<file path="src/rtl/tag_ctrl_2way.sv">
// Lookup/fill sequencer for the two tag RAMs of a 2-way L1 cache.
// Optional power-up tag sweep: define TAG_CLEAR_EN.
module tag_ctrl_2way #(
  parameter int AWIDTH = 3,
  parameter int DWIDTH = 16
) (
  input  logic              clock,
  input  logic              reset,
  input  logic              req_valid,
  output logic              req_ready,
  input  logic [AWIDTH-1:0] req_index,
  input  logic [DWIDTH-2:0] req_tag,
  output logic              rsp_valid,
  output logic              rsp_hit,
  output logic              rsp_way,
  output logic              fill_req,
  input  logic              fill_ack,
  output logic [AWIDTH-1:0] t0_addr,
  output logic [DWIDTH-1:0] t0_din,
  output logic              t0_we,
  input  logic [DWIDTH-1:0] t0_dout,
  output logic [AWIDTH-1:0] t1_addr,
  output logic [DWIDTH-1:0] t1_din,
  output logic              t1_we,
  input  logic [DWIDTH-1:0] t1_dout
);
  localparam int DEPTH = 1 << AWIDTH;

  localparam logic [2:0] S_IDLE   = 3'd0;
  localparam logic [2:0] S_LOOKUP = 3'd1;
  localparam logic [2:0] S_MISS   = 3'd2;
  localparam logic [2:0] S_WRITE  = 3'd3;
`ifdef TAG_CLEAR_EN
  localparam logic [2:0] S_CLEAR  = 3'd4;
  localparam logic [2:0] S_RESET  = S_CLEAR;
`else
  localparam logic [2:0] S_RESET  = S_IDLE;
`endif

  logic [2:0]        r_state;
  logic [AWIDTH-1:0] r_index;
  logic [DWIDTH-2:0] r_tag;
  logic              r_victim;
  logic [DEPTH-1:0]  r_lru;
  logic              r_rsp_valid;
  logic              r_rsp_hit;
  logic              r_rsp_way;
`ifdef TAG_CLEAR_EN
  logic [AWIDTH-1:0] r_clr_idx;
`endif

  logic [DWIDTH-1:0] w_dout [2];
  logic [1:0]        w_valid;
  logic [1:0]        w_hit;
  logic              w_hit_way;
  logic              w_victim;
  logic [AWIDTH-1:0] w_addr;
  logic [1:0]        w_we;
  logic [DWIDTH-1:0] w_din;

  assign w_dout[0] = t0_dout;
  assign w_dout[1] = t1_dout;

  genvar gi;
  generate
    for (gi = 0; gi < 2; gi++) begin : g_way
      assign w_valid[gi] = w_dout[gi][DWIDTH-1];
      assign w_hit[gi]   = w_valid[gi] & (w_dout[gi][DWIDTH-2:0] == r_tag);
    end
  endgenerate

  // Way0 wins when both ways hold the tag.
  assign w_hit_way = ~w_hit[0];

  always_comb begin
    w_victim = r_lru[r_index];
    if (!w_valid[0]) begin
      w_victim = 1'b0;
    end else if (!w_valid[1]) begin
      w_victim = 1'b1;
    end
  end

  // The RAMs are addressed straight from the request in IDLE so the read
  // lands in LOOKUP; afterwards the latched index keeps the address stable.
  always_comb begin
    w_addr = r_index;
    w_we   = 2'b00;
    w_din  = '0;
    case (r_state)
      S_IDLE: w_addr = req_index;
      S_WRITE: begin
        w_we[r_victim] = 1'b1;
        w_din          = {1'b1, r_tag};
      end
`ifdef TAG_CLEAR_EN
      S_CLEAR: begin
        w_addr = r_clr_idx;
        w_we   = 2'b11;
      end
`endif
      default: ;
    endcase
    if (reset) begin
      w_addr = '0;
      w_we   = 2'b00;
      w_din  = '0;
    end
  end

  assign t0_addr   = w_addr;
  assign t1_addr   = w_addr;
  assign t0_we     = w_we[0];
  assign t1_we     = w_we[1];
  assign t0_din    = w_din;
  assign t1_din    = w_din;
  assign req_ready = (r_state == S_IDLE);
  assign fill_req  = (r_state == S_MISS) & ~reset;
  assign rsp_valid = r_rsp_valid;
  assign rsp_hit   = r_rsp_hit;
  assign rsp_way   = r_rsp_way;

  always_ff @(posedge clock) begin
    if (reset) begin
      r_state     <= S_RESET;
      r_index     <= '0;
      r_tag       <= '0;
      r_victim    <= 1'b0;
      r_lru       <= '0;
      r_rsp_valid <= 1'b0;
      r_rsp_hit   <= 1'b0;
      r_rsp_way   <= 1'b0;
`ifdef TAG_CLEAR_EN
      r_clr_idx   <= '0;
`endif
    end else begin
      r_rsp_valid <= 1'b0;
      case (r_state)
        S_IDLE: begin
          if (req_valid) begin
            r_index <= req_index;
            r_tag   <= req_tag;
            r_state <= S_LOOKUP;
          end
        end
        S_LOOKUP: begin
          if (|w_hit) begin
            r_rsp_valid    <= 1'b1;
            r_rsp_hit      <= 1'b1;
            r_rsp_way      <= w_hit_way;
            r_lru[r_index] <= ~w_hit_way;
            r_state        <= S_IDLE;
          end else begin
            r_victim <= w_victim;
            r_state  <= S_MISS;
          end
        end
        S_MISS: begin
          // Response is raised here so it coincides with the tag write cycle.
          if (fill_ack) begin
            r_rsp_valid <= 1'b1;
            r_rsp_hit   <= 1'b0;
            r_rsp_way   <= r_victim;
            r_state     <= S_WRITE;
          end
        end
        S_WRITE: begin
          r_lru[r_index] <= ~r_victim;
          r_state        <= S_IDLE;
        end
`ifdef TAG_CLEAR_EN
        S_CLEAR: begin
          r_clr_idx <= r_clr_idx + 1'b1;
          if (r_clr_idx == AWIDTH'(DEPTH - 1)) begin
            r_state <= S_IDLE;
          end
        end
`endif
        default: r_state <= S_IDLE;
      endcase
    end
  end
endmodule

</file>
<file path="config.mk">
export PLATFORM = sky130hd
export DESIGN_NAME = tag_ctrl_2way
export DESIGN_NICKNAME = d
export VERILOG_FILES = /design/src/rtl/tag_ctrl_2way.sv
export SDC_FILE = /design/constraint.sdc
export NUM_CORES = 1
export LEC_CHECK = 0
export ABC_AREA = 1
export CAP_MARGIN = 20
export CORE_UTILIZATION = 44
export CTS_BUF_LIST = sky130_fd_sc_hd__clkbuf_4
export CTS_CLUSTER_SIZE = 8
export DETAILED_ROUTE_END_ITERATION = 10
export GPL_ROUTABILITY_DRIVEN = 0
export PLACE_DENSITY = 0.83
export SYNTH_ARGS = -nofsm -noshare
export SYNTH_HDL_FRONTEND = slang
export SYNTH_SLANG_ARGS = --single-unit
export TNS_END_PERCENT = 5
</file>
<file path="constraint.sdc">
create_clock -name clock -period 1.9 [get_ports clock]
set_input_delay 0.38 -clock clock [delete_from_list [all_inputs] [get_ports clock]]
set_output_delay 0.38 -clock clock [all_outputs]
set_load 0.02 [all_outputs]
</file>
# Word-level counts from Yosys, hierarchy flattened
# Index checks and enable logic that the tools add are counted.
# totals
in_bits	54
out_inout_bits	45
elab_cells	69
reg_bits	33
# classes
n_lt_le_gt_ge	4
muxes	31
n_bitwise	7
n_eq_ne	8
n_reduce_logical	11
# op_table
cell	count
16-bit 2-to-1 mux	2
15-bit equality test	2
8-bit bitwise mux	2
8-bit case mux with 2 select lines	1
3-bit 2-to-1 mux	4
1-bit 2-to-1 mux	11
3-bit case mux with 3 select lines	1
8-bit 2-to-1 mux	1
2-bit AND reduction	4
3-bit by 2-bit equality test with 1-bit output, second input constant	2
2-bit 2-to-1 mux	3
2-bit inequality test, second input constant	3
1-bit case mux with 2 select lines	3
3-bit by 4-bit less-than comparator with 1-bit output, second input constant	1
1-bit NOT	4
2-bit nonzero test	2
1-bit AND	3
1-bit binary-select mux with 3-bit select	1
1-bit demux with 3-bit select	1
3-bit by 1-bit equality test with 1-bit output, second input constant	1
3-bit by 1-bit greater-or-equal comparator with 1-bit output, second input constant	1
3-bit zero test	1
3-bit AND reduction	1
1-bit logical AND	2
4 further kinds	4

# Logic depth before layout (Yosys ltp)
# Gate-level depths: netlist of run 1.
# depth
ltp_word	7
mapped_depth	13
ltp_nobuf	12

# Worst setup path before layout of run 1
# OpenSTA, ideal clock, no wires.
# synth_path
kind	register to output
start	register r_state[1]
end	output port t1_din[12]
arrival_ps	1935
required_time_ps	1520
path_slack_ps	-415
path_stages_with_launch	8
path_buffers	2
cell_sequence	dfxtp_1 > ha_1 > inv_1 > nor2_1 > inv_1 > clkbuf_1 > nor2_1 > buf_4
# synth_between
elab_chain_len	3
# synth_rtl
element	line_no	source
from (decl)	40	logic [2:0] r_state;
from (signal assigned)	125	r_state <= S_RESET;
from (signal assigned)	143	r_state <= S_LOOKUP;
from (signal assigned)	152	r_state <= S_IDLE;
3-bit by 2-bit equality test with 1-bit output	90	case (r_state)
16-bit 2-to-1 mux	90	
16-bit 2-to-1 mux	104	if (reset) begin
to (decl)	23	output logic [DWIDTH-1:0] t1_din,
# No other way between the ends.

# Worst setup path after layout of run 1
# layout_path
start	register r_state[0]
end	output port t0_din[6]
# layout_between
elab_chain_len	3
# layout_rtl
element	line_no	source
3-bit by 2-bit equality test with 1-bit output	90	
16-bit 2-to-1 mux	90	
16-bit 2-to-1 mux	104	
to (decl)	19	output logic [DWIDTH-1:0] t0_din,
# No other way between the ends.

==> reports/metrics.csv, run 1 <==
stage;metric;value;unit
status;outcome;complete, but fails checks;
status;violations;negative setup slack;
sta;rsz0062_at_grt;yes;
synth;synth_cell_types;20;
sta;max_slew_margin;77.84;%
worst_setup_path;r2r-end;r_lru[7];
sta;worstMarginPinSlew;0.3324;ns
layout;seq_area;648.1;sq um
routing;routed.top_layer;met4;
worst_setup_path;worstSetupPathType;reg2out;
pwr;combPwrFrac;54.8;%
worst_setup_path;critPathCapture;t0_din[6];
sta;setup_ws;-0.03972;ns
placement;dp_cells;555;
hold_path;hp-start;reset;
routing;initialDrtViolationCount;127;
cts;clock_latency;0.37;ns
global_routing;gr-total-overflow;0;
sta;hold_viol;0;
pwr;power.density;1011;nW/um^2
global_routing;grt_max_degree;37;
worst_setup_path;critPathLaunchType;register;
global_routing;grtUsageTotal;25.84;%
layout;multi_input_area;1311;sq um
global_routing;antenna_found_initial;0;
pwr;p_sw_share;44.32;%
worst_setup_path;r2r_start;r_tag[4];
cts;cts_buffer_depth;2;
routing;final_antenna_net_count;0;
cts;ctsRootBufferMaster;clkbuf_4;
global_routing;grt_pass1_vias;2503;
worst_setup_path;worst_path_max_delay_cell;dfxtp_4;
synth;seq_area_frac_synth;28.09;%
cts;cts_buffers;5;
synth;synth_area_per_cell;5.731;sq um
sta;finalSetupTns;-0.2236;ns
routing;vias_per_cell;4.756;
floorplan;die_x;74;um
synth;syn_inst;398;
routing;vias;2692;
layout;finalInstanceArea;3422;sq um
worst_setup_path;rrSetupSlack;0.30;ns
layout;final_common_cell;nand2_1;
layout;final_cell_mix;nand2_1 (118), inv_1 (57), clkdlybuf4s50_1 (55);
sta;fin_crit;1.940;ns
routing;dr.pass1.iters;4;
sta;holdWs;0.3522;ns
flow_run;cap_violations;0;
layout;final_layout_size_suffix_gt1_share;21.44;%
sta;skew;0.01759;ns
floorplan;start_util;47.05;%
placement;io_buffers;98;
placement;hpwl;5.126;mm
cts;clock_sinks;32;
floorplan;io_pins;99;
sta;setup_viol;16;
pwr;p_int;1.926;mW
synth;netlist_area;2281;sq um
synth;synth_nets;457;
worst_setup_path;cpPeakStageDelay;0.39;ns
routing;routedWlPerCell;11.85;um
cts;cts_tree;done;
floorplan;num_rows;25;
worst_setup_path;startpoint;r_state[0];
pwr;p_leak;1.775;nW
pwr;switchingPower;1.533;mW
floorplan;die_y;74;um
placement;dp_slack;-0.6145;ns
routing;wl_met2;3.357;mm
pwr;clkPwrFrac;16.2;%
layout;num-fill-cells;411;
cts;htreeDepth;2;
worst_setup_path;crit_path_end_kind;output pin;
worst_setup_path;worstPathCellList;ha_4 > inv_2 > nor2_4 > inv_4 > buf_6 > nor2_4 > buf_2;
layout;area_growth;50.03;%
worst_setup_path;crit_arrival;1.56;ns
hold_path;worstHoldPathType;in2reg;
floorplan;dieArea;5476;sq um
cts;clk_pin_slew;0.11;ns
synth;yosysWarnings;0;
routing;finalWirelength;6.707;mm
hold_path;hold_depth;2;
cts;hold_buffers;0;
layout;insertedDiodeCount;0;
routing;drc;0;
worst_setup_path;crit_top_cell;nor2_4;
worst_setup_path;reg2regPathDepth;12;
sta;slew_viol_final;0;
synth;ys_ff_latch;32;
worst_setup_path;worstPathMaxFanout;7;
layout;finish.net_count;557;
sta;min_period_over_period;102.1;%
floorplan;core_region_area;4848;sq um
routing;routed-wl-met3;391;um
worst_setup_path;crit_required;1.52;ns
pwr;p_seq_share;29.0;%
global_routing;grt_first_pass_wirelength;10.74;mm
placement;placed_cell_area;3381;sq um
layout;final_cells;566;
sta;fmax;0.5155;GHz
routing;m1WireLength;2.824;mm
pwr;peakVddDrop;0.0006777;V
power by group through the flow:
stage,Combinational (mW),Sequential (mW),Clock (mW)
after floorplan,1.14,1.00,0
final,1.90,1.00,0.559
after global placement,1.75,0.984,0
after global routing,2.10,1.03,0.584
after detailed placement,1.80,0.994,0
after CTS,1.83,0.981,0.562
synthesized netlist by cell type, drive strengths merged:
cell | number | area share (%)
o22ai | 3 | 0.82
ha | 5 | 2.7
o21ai | 29 | 6.4
a21oi | 30 | 6.6
a31oi | 1 | 0.27
inv | 70 | 12
buf | 20 | 6.7
nor2 | 61 | 10
nand2 | 119 | 20
dfxtp | 32 | 28
clkbuf | 7 | 1.6
a21boi | 1 | 0.49
nand3 | 20 | 4.8
flip-flops by register name, summed over array words and instances, names as in the netlist:
signal	count
r_state	2
rsp_valid	1
rsp_hit	1
r_tag	15
r_index	3
r_victim	1
r_lru	8
rsp_way	1
cell type report:
class                      count  share of cell area [%]
inverter                      70                   7.898
tap                           67                   2.450
timing repair buffer         120                   30.05
sequential                    32                   18.94
clock inverter                 2                   1.024
multi-input combinational    269                   38.32
clock buffer                   6                   1.316
layer usage:
metal / vias up / global-route usage, %
met1: 1190 / 29.72
met5: - / 0
met4: 0 / 10.47
met3: 12 / 3.930
li1: 1399 / -
met2: 91 / 47.58
kinds of logic after synthesis:
| logic type | synth area share [%] |
|---|---|
| fa+ha+maj | 2.743 |
| buf+inv | 19.86 |
| flops | 28.09 |
| compound gates | 14.54 |
| simple gates | 34.78 |
worst min path at each step:
stage,slack [ns],endpoint
floorplan,0.45,r_state[1]
global route,0.37,r_victim
finish,0.35,rsp_hit
CTS,0.48,rsp_hit
detailed placement,0.46,rsp_hit
global placement,0.46,rsp_hit
through the flow:
step | power, mW | util [%]
final | 3.460 | 70.58
after detailed placement | 2.791 | 69.73
after floorplan | 2.142 | -
after global placement | 2.732 | 69.73
after CTS | 3.373 | 70.89
after global routing | 3.711 | 70.58
worst max-delay path, delay by kind of cell, from the launching register on:
kind          cells  cell delay (ns)
buf+inv           4             0.45
fa+ha+maj         1             0.13
flops             1             0.39
simple gates      2             0.22
repair_timing:
item | CTS | global route
pin swaps | 0 | 2
setup buffers | 3 | 0
resized for setup | 108 | 104
endpoints found under the setup margin | 42 | 42
Power figures use the tool's default switching activity.
==> inputs of run 2 (changes only) <==
--- a/config.mk
+++ b/config.mk
@@ -13,6 +13,7 @@
 export DETAILED_ROUTE_END_ITERATION = 10
 export GPL_ROUTABILITY_DRIVEN = 0
 export PLACE_DENSITY = 0.83
+export SLEW_MARGIN = 20
 export SYNTH_ARGS = -nofsm -noshare
 export SYNTH_HDL_FRONTEND = slang
 export SYNTH_SLANG_ARGS = --single-unit
==> results of run 2 <==
Final layout, timing and power as in run 1 (identical DEF).
==> inputs of run 3 (changes only) <==
--- a/config.mk
+++ b/config.mk
@@ -9,6 +9,7 @@
 export CAP_MARGIN = 20
 export CORE_UTILIZATION = 44
 export CTS_BUF_LIST = sky130_fd_sc_hd__clkbuf_4
+export CTS_CLUSTER_DIAMETER = 60
 export CTS_CLUSTER_SIZE = 8
 export DETAILED_ROUTE_END_ITERATION = 10
 export GPL_ROUTABILITY_DRIVEN = 0
==> constraint.sdc (replaced) <==
create_clock -name clock -period 1.9 [get_ports clock]
set_input_delay 0.38 -clock clock [delete_from_list [all_inputs] [get_ports clock]]
set_output_delay 0.38 -clock clock [all_outputs]
set_load 0.1 [all_outputs]
==> reports/metrics.csv, run 3 (synthesized netlist as in run 1, its figures left out) <==
stage;metric;value;unit;change
floorplan;die_x;74;um;unchanged
layout;final_layout_size_suffix_gt1_share;22.83;%;+1.4 points
layout;num-fill-cells;307;;-25%
routing;vias;2770;;+2.9%
sta;slew_viol_final;0;;unchanged
status;outcome;complete, but fails checks;;
routing;final_antenna_net_count;0;;unchanged
placement;hpwl;5.662;mm;+10%
sta;holdWs;0.4773;ns;+0.1252 ns
routing;finalWirelength;7.530;mm;+12%
layout;area_growth;75.81;%;
routing;routedWlPerCell;13.40;um;+13%
layout;top_regs;r_tag: 15 flops, r_lru: 8 flops, r_index: 3 flops;;
floorplan;num_rows;25;;unchanged
pwr;p_leak;1.877;nW;+5.7%
pwr;power.density;1094;nW/um^2;+8.2%
layout;seq_area;648.1;sq um;unchanged
sta;hold_viol;0;;unchanged
hold_path;worstHoldPathType;reg2reg;;
layout;final_common_cell;nand2_1;;
worst_setup_path;worstSetupPathType;reg2out;;
floorplan;die_y;74;um;unchanged
flow_run;cap_violations;0;;unchanged
global_routing;busiest_layer;met2;;
placement;dp_slack;-0.2478;ns;+0.3667 ns
sta;setup_viol;38;;+22
layout;largest_reg_flops;15;;unchanged
global_routing;gr-total-overflow;0;;unchanged
sta;min_period_over_period;113.1;%;+11 points
global_routing;grt_pass1_vias;2701;;+7.9%
sta;fin_crit;2.148;ns;+0.2088 ns
pwr;peakVddDrop;0.001259;V;+86%
layout;finish.net_count;553;;-0.72%
sta;rsz0062_at_grt;yes;;
worst_setup_path;worst_path_max_delay_cell;dfxtp_4;;
sta;fmax;0.4654;GHz;-9.7%
worst_setup_path;critPathLaunchType;register;;
routing;vias_per_cell;4.929;;+3.6%
placement;io_buffers;98;;unchanged
layout;regMostFlops;r_tag;;
cts;cts_buffer_depth;2;;unchanged
cts;ctsRootBufferMaster;clkbuf_4;;
cts;clock_latency;0.35;ns;-0.02 ns
sta;worstMarginPinSlew;0.4007;ns;+0.06830 ns
layout;multi_input_area;1381;sq um;+5.3%
global_routing;grt_first_pass_wirelength;11.64;mm;+8.3%
layout;insertedDiodeCount;0;;unchanged
cts;htreeDepth;2;;unchanged
status;violations;negative setup slack;;
worst_setup_path;cpPeakStageDelay;0.39;ns;about the same
worst_setup_path;worstPathCellList;ha_4 > inv_4 > nor2_4 > clkinvlp_4 > buf_12 > nor2_4 > buf_12;;
global_routing;met1_usage;29.44;%;-0.27 points
worst_setup_path;worstPathMaxFanout;8;;+1
routing;initialDrtViolationCount;213;;+68%
cts;cts_tree;done;;
cts;clock_sinks;32;;unchanged
global_routing;grt_max_degree;37;;unchanged
worst_setup_path;crit_arrival;1.77;ns;+0.21 ns
worst_setup_path;crit_required;1.52;ns;about the same
hold_path;hold_depth;2;;unchanged
layout;final_cell_mix;nand2_1 (118), inv_1 (59), clkdlybuf4s50_1 (53);;
global_routing;gr-usage-met2;53.54;%;+6.0 points
sta;max_slew_margin;73.29;%;-4.6 points
floorplan;dieArea;5476;sq um;unchanged
cts;cts_buffers;5;;unchanged
cts;hold_buffers;0;;unchanged
floorplan;start_util;47.05;%;unchanged
global_routing;grtUsageTotal;27.95;%;+2.1 points
sta;setup_ws;-0.2485;ns;-0.2088 ns
worst_setup_path;crit_path_end_kind;output pin;;
global_routing;use_met3;6.504;%;+2.6 points
floorplan;core_region_area;4848;sq um;unchanged
sta;skew;0.01358;ns;-0.004008 ns
routing;dr.pass1.iters;4;;unchanged
cts;clk_pin_slew;0.11;ns;about the same
worst_setup_path;reg2regPathDepth;7;;-5
routing;drc;0;;unchanged
floorplan;io_pins;99;;unchanged
global_routing;antenna_found_initial;0;;unchanged
-- run 3: worst paths after layout --
path | from | to | slack, ns
setup reg to reg | r_state[0] | r_state[0] | 0.17
hold reg to reg | rsp_hit | rsp_hit | 0.48
hold / removal | rsp_hit | rsp_hit | 0.48
setup / recovery | r_state[0] | t0_din[3] | -0.25
-- run 3: area by class of cell --
type,count,share of cell area [%]
clock buffer,6,1.123
multi-input combinational,269,34.45
tap,67,2.090
sequential,32,16.16
inverter,70,6.708
timing repair buffer,116,39.19
clock inverter,2,0.2808
-- run 3: metal layers --
| layer | vias up | part of all wire (%) |
|---|---|---|
| met4 | 0 | 3.0 |
| met2 | 110 | 54 |
| met3 | 20 | 6.5 |
| li1 | 1390 | - |
| met5 | - | 0 |
| met1 | 1250 | 37 |
-- run 3: stage by stage --
step           cells  area (sq um)  power, mW  TNS (ns)  utilization (%)
2_1_floorplan    398          2610      2.981    -33.93                -
3_3_place_gp     548          3866      3.759    -6.520            79.74
6_report         562          4010      4.388    -8.401            82.71
4_1_cts          557          3940      4.295    -7.388            81.26
5_1_grt          562          4010      4.652    -10.63            82.71
3_5_place_dp     548          3866      3.854    -8.640            79.74
-- run 3: critical path, delay by kind of cell, from the launching register on --
kind	cells	cell delay (ns)
DFF	1	0.39
and+or+nand+nor	2	0.30
buffers and inverters	4	0.57
adders and majority gates	1	0.15
-- run 3: what timing repair did --
| item | CTS | global route |
|---|---|---|
| endpoints found under the setup margin | 38 | 43 |
| gates resized for setup | 6 | 4 |
| setup buffers | 1 | 4 |
| cloned | 0 | 1 |
| pin swaps | 10 | 6 |
-- run 3: power breakdown --
part	leakage, nW	total (mW)	internal, mW	switching, mW
sequential	0.264	1.02	0.862	0.156
combinational	1.58	2.96	1.00	1.96
clock	0.0293	0.409	0.155	0.254
